## config.mk

```make
export PLATFORM = sky130hd
export DESIGN_NAME = countdown_timer
export DESIGN_NICKNAME = d
export VERILOG_FILES = /design/src/rtl/countdown_timer.sv
export SDC_FILE = /design/constraint.sdc
export NUM_CORES = 1
export LEC_CHECK = 0
export BUFFER_PORTS_ARGS = -buffer_cell sky130_fd_sc_hd__buf_2
export CORE_MARGIN = 2
export CORE_UTILIZATION = 49
export DETAILED_ROUTE_END_ITERATION = 8
export HOLD_SLACK_MARGIN = 0.02
export PLACE_DENSITY = 0.82
export REMOVE_ABC_BUFFERS = 1
export SYNTH_ARGS = -nofsm -noshare
export SYNTH_HDL_FRONTEND = slang
export SYNTH_SLANG_ARGS = --single-unit
```

## constraint.sdc

```tcl
create_clock -name clk -period 2 [get_ports clk]
set_input_delay 0.2 -clock clk [delete_from_list [all_inputs] [get_ports clk]]
set_output_delay 0.2 -clock clk [all_outputs]
set_load 0.1 [all_outputs]
```

## src/rtl/countdown_timer.sv

```systemverilog
// Loadable down-counter with prescaler, one-shot/periodic modes, a terminal-count
// pulse and a sticky done flag. All state advances on the falling edge of clk.
module countdown_timer #(
    parameter int WIDTH    = 8,
    parameter int PRESCALE = 1,
    parameter int PWIDTH   = 4
) (
    input  logic             clk,
    input  logic             reset,
    input  logic             enable,
    input  logic             load,
    input  logic [WIDTH-1:0] load_value,
    input  logic             start,
    input  logic             stop,
    input  logic             periodic,
    input  logic             ack,
    output logic [WIDTH-1:0] count,
    output logic             tc,
    output logic             done,
    output logic             busy
);

    typedef enum logic [1:0] {
        ST_IDLE = 2'd0,
        ST_RUN  = 2'd1,
        ST_DONE = 2'd2
    } state_t;

    localparam logic [PWIDTH-1:0] PRESC_LAST = PWIDTH'(PRESCALE - 1);
    localparam logic [WIDTH-1:0]  COUNT_ONE  = WIDTH'(1);

    state_t            state_q, state_d;
    logic [WIDTH-1:0]  count_q, count_d;
    logic [WIDTH-1:0]  reload_q, reload_d;
    logic [PWIDTH-1:0] presc_q, presc_d;
    logic              tc_q, tc_d;
    logic              done_q, done_d;

    always_ff @(negedge clk or posedge reset) begin
        if (reset) begin
            state_q  <= ST_IDLE;
            count_q  <= '0;
            reload_q <= '0;
            presc_q  <= '0;
            tc_q     <= 1'b0;
            done_q   <= 1'b0;
        end else begin
            state_q  <= state_d;
            count_q  <= count_d;
            reload_q <= reload_d;
            presc_q  <= presc_d;
            tc_q     <= tc_d;
            done_q   <= done_d;
        end
    end

    always_comb begin
        state_d  = state_q;
        count_d  = count_q;
        reload_d = reload_q;
        presc_d  = presc_q;
        tc_d     = 1'b0;
        done_d   = done_q & ~ack;

        if (load) begin
            reload_d = load_value;
            count_d  = load_value;
            presc_d  = '0;
            done_d   = 1'b0;
            state_d  = ST_IDLE;
        end else if (stop) begin
            // A stop also masks a simultaneous start outside RUN.
            if (state_q == ST_RUN) begin
                state_d = ST_IDLE;
            end
        end else if (start && state_q != ST_RUN) begin
            if (count_q != '0) begin
                state_d = ST_RUN;
                presc_d = '0;
            end else begin
                state_d = ST_DONE;
                tc_d    = 1'b1;
                done_d  = 1'b1;
            end
        end else if (state_q == ST_RUN && enable) begin
            if (presc_q == PRESC_LAST) begin
                presc_d = '0;
                if (count_q == COUNT_ONE) begin
                    tc_d   = 1'b1;
                    done_d = 1'b1;
                    if (periodic && reload_q != '0) begin
                        count_d = reload_q;
                    end else begin
                        count_d = '0;
                        state_d = ST_DONE;
                    end
                end else if (count_q != '0) begin
                    count_d = count_q - COUNT_ONE;
                end
            end else begin
                presc_d = presc_q + 1'b1;
            end
        end
    end

    assign count = count_q;
    assign tc    = tc_q;
    assign done  = done_q;
    assign busy  = (state_q == ST_RUN);

endmodule
```

### After elaboration in Yosys (flattened, before gate mapping)

Cells that the tools add are included.

* add/subtract/negate cells: 2
* equality and inequality tests: 8
* mux-type cells: 37
* bitwise gates (word level): 2
* reduce and logical (&&, ||, !) cells: 16

Operator list (number)
* 8-bit 2-to-1 mux: 8
* 4-bit 2-to-1 mux: 6
* 2-bit 2-to-1 mux: 9
* 8-bit nonzero test: 2
* 1-bit 2-to-1 mux: 14
* 4-bit nonzero test: 3
* 5-bit AND reduction: 2
* 8-bit by 1-bit == test with 1-bit output, second input constant: 1
* 8-bit by 1-bit subtractor with 8-bit output, second input constant: 1
* 3-bit by 2-bit inequality test with 1-bit output, second input constant: 2
* 3-bit nonzero test: 2
* 4-bit by 1-bit adder with 4-bit output, second input constant: 1
* 4-bit logical NOT: 1
* 2-bit inequality test, second input constant: 2
* 4-bit inequality test, second input constant: 1
* 2-bit nonzero test: 2
* 1-bit logical AND: 3
* 3-bit AND reduction: 1
* 2-bit by 1-bit == test with 1-bit output, second input constant: 1
* 2-bit by 1-bit inequality test with 1-bit output, second input constant: 1
* 1-bit AND: 1
* 1-bit NOT: 1

* register bits: 24
* bits of input ports: 16
* output and inout port bits: 11

### Longest topological paths before layout

* word-level depth: 9
* mapped depth: 8
* depth with buffers taken out: 7

==> metrics.txt <==
Worst Setup Slack, final -0.331 ns; CP Max Fanout 2; Final Net Count 253; fraction of met2 tracks used by global routing 44.8%; first-pass iteration count of the detailed router 7; total via count after detailed routing 1,596; type of the setup path with the least slack register to output pin; portion of the post-synthesis area used by sequential elements 41.1%; leading register cell type out of synthesis sky130_fd_sc_hd__dfrtn_1; family of cells with the greatest summed delay on the critical path flip-flops; fraction of synthesis flops using an asynchronous set or reset pin 100%; post-synth design cell area 1460 um2; number of synthesized flops with an enable pin 0; fraction of synthesized cell area taken by the top area cell type 41.1%; First DRT Iteration DRCs 131; most common cell in the synthesized netlist sky130_fd_sc_hd__dfrtn_1; largest area contributor in the synthesized netlist sky130_fd_sc_hd__dfrtn_1; remaining global-route overflow 0; number of filler instances in the final layout around 150; total clock buffers created by CTS 3; Syn Inst Count 163; max-slew violation count 0; Final Hold Violating Endpoints 0; slew at the pin closest to its max-slew limit 0.392 ns; Sequential cell area 601 um2; status finished, violations left; data required time of the worst path 1.80 ns; peak per-stage delay on the critical path between 0.4 and 0.5 ns; maximum ir drop on the vdd rail 0.414 mV; number of synthesis warnings 0; final RePlAce weighted congestion 0.968; area enclosed by the die boundary between 3000 and 4000 um2; clock tree from TritonCTS yes; Routed WL 4850 um; post-synthesis cell type count 45; CTS sink cnt 24; number of placed I/O pins 27; mean instance size in the synthesized netlist around 9.0 um2; starting density of the core 52.1%; area growth from synthesis to layout 58.5%; Slew HR between 70% and 80%; CTS root buffer sky130_fd_sc_hd__clkbuf_4; ranking of synthesized cells by area sky130_fd_sc_hd__dfrtn_1, sky130_fd_sc_hd__o21ai_0, sky130_fd_sc_hd__inv_1, sky130_fd_sc_hd__nand2_1, sky130_fd_sc_hd__ha_1; clock buffer depth 2; routed wire length per instance 18.4 um; fraction of layout instances using a drive strength above 1 47.0%; power consumption 1.45 mW; hpwl dp 2850 um; number of antenna violations at the first check in global routing 0; count of inserted antenna diode cells 0; average vias per placed instance 6.07; core outline area 2810 um2; max-cap violation count 0; count of hold-fix buffers inserted at cts 0; Die Span Y 58.6 um; total area of multi-input combinational cells 871 um2; Final Cell Area 2310 um2; capturing element type of the critical path output pin; first-pass GRT wire length 6910 um; Worst setup SP type register; flop and latch count out of synthesis 24; maximum level of the CTS H-tree 1; setup repair after global routing missed its margin yes; worst path buffer plus inverter count 2; largest net degree at the start of global routing 25; port bufs 26; met3 demand-to-capacity share in global routing 3.74%; post-CTS clock slew at the launch and capture registers of the worst setup and hold paths roughly 0.09 ns; clock skew after layout 0.00447 ns; most frequent cells after synthesis sky130_fd_sc_hd__dfrtn_1, sky130_fd_sc_hd__inv_1, sky130_fd_sc_hd__nand2_1; total power density per cell area 628 nW/um2; cell type of the slowest stage on the worst timing path sky130_fd_sc_hd__dfrtn_1; row count 19; CP Cell Sequence nand2b_4 -> inv_4 -> buf_12; # DRC 2; failing checks design-rule violations, negative setup slack; Total Routing Usage GR 26.5%; post-placement setup slack -0.539 ns; most used routing layer met2; Hold Path Class register to register; reported leakage power 1.08 nW; via count of the first global-routing pass 1,556; data arrival time of the critical path 2.13 ns; Routed Antenna Nets 0; source-to-sink clock delay at the later pin of the worst-skew pair approximately 0.33 ns; horizontal die dimension 58.6 um; final setup fails 19; cell area reported after detailed placement 2000 um2; met1 track demand over resource 33.9%
registers in the layout, summed over array words and instances, names as in the netlist:
name,cells
done,1
tc,1
reload_q,8
count,8
presc_q,4
state_q,2
layout make-up:
cell class                      instances  share of cell area [%]
Inverter                               16                    2.70
Sequential cell                        24                    25.9
Clock buffer                            4                    1.57
Timing Repair Buffer                   74                    30.5
Multi-Input combinational cell        114                    37.6
Tap cell                               31                    1.68
final timing paths:
check | startpoint | to | slack [ns] | cells after the start
max | state_q[0] | busy | -0.33 | 3
min | presc_q[2] | presc_q[2] | 0.44 | 1
max reg2reg | count[4] | count[1] | -0.04 | 5
min reg2reg | presc_q[2] | presc_q[2] | 0.44 | 1
max in group asynchronous | reset | presc_q[1] | 0.93 | 3
min in group asynchronous | reset | count[2] | 0.78 | 3
what timing repair did:
action	CTS	global route
setup buffers	11	3
endpoints found under the setup margin	20	21
pin swaps	8	10
resized for setup	16	27
through the flow:
stage	instances	util (%)	hold slack, ns	setup TNS, ns
after floorplan	154	-	0.415	-8.37
after global placement	245	71.2	0.447	-4.57
after detailed placement	245	71.2	0.456	-5.29
after CTS	260	77.7	0.458	-2.66
after global routing	263	82.5	0.470	-3.75
final	263	82.5	0.441	-3.30
worst reg2reg max path, delay by kind of cell (launching register included):
kind	cells	cell delay, ns
buffers and inverters	2	0.28
AND/OR/NAND/NOR	1	0.51
AO/OA/AOI/OAI	2	0.72
flip-flops	1	0.40
where the power goes:
group	internal (mW)	switching (mW)	total, mW
Clock	0.112	0.164	0.276
Combinational	0.268	0.351	0.618
Sequential	0.525	0.0330	0.558
Total	0.905	0.548	1.45
kinds of logic after synthesis:
group	synth area share, %
xor gates and xnor gates	2.40
buffers and inverters	7.71
DFF	41.1
muxes	0.771
AOI/OAI and AO/OA	22.2
and+or+nand+nor	22.4
adders and majority gates	3.43
cell usage in the layout (no fill, tap or decap), drive strengths merged, types with 2 or more instances in the layout:
| cell type | instances |
|---|---|
| nand2b | 4 |
| nand2 | 15 |
| clkbuf | 4 |
| nor4 | 3 |
| a31oi | 3 |
| a21oi | 8 |
| or4 | 3 |
| nor3b | 4 |
| o31ai | 6 |
| dfrtn | 24 |
| and2 | 3 |
| nand3 | 5 |
| nor2 | 10 |
| buf | 74 |
| xnor2 | 3 |
| nor3 | 3 |
| ha | 4 |
| o21ai | 15 |
| a211oi | 2 |
| inv | 16 |
| nor2b | 2 |
| or2 | 3 |
routing by layer:
layer | share of wire, % | routed length [um]
met4 | 2.5 | 123
met1 | 40 | 1920
met5 | 0 | 0
met3 | 7.0 | 338
met2 | 51 | 2470
No activity file was read; power rests on OpenSTA's default activity.
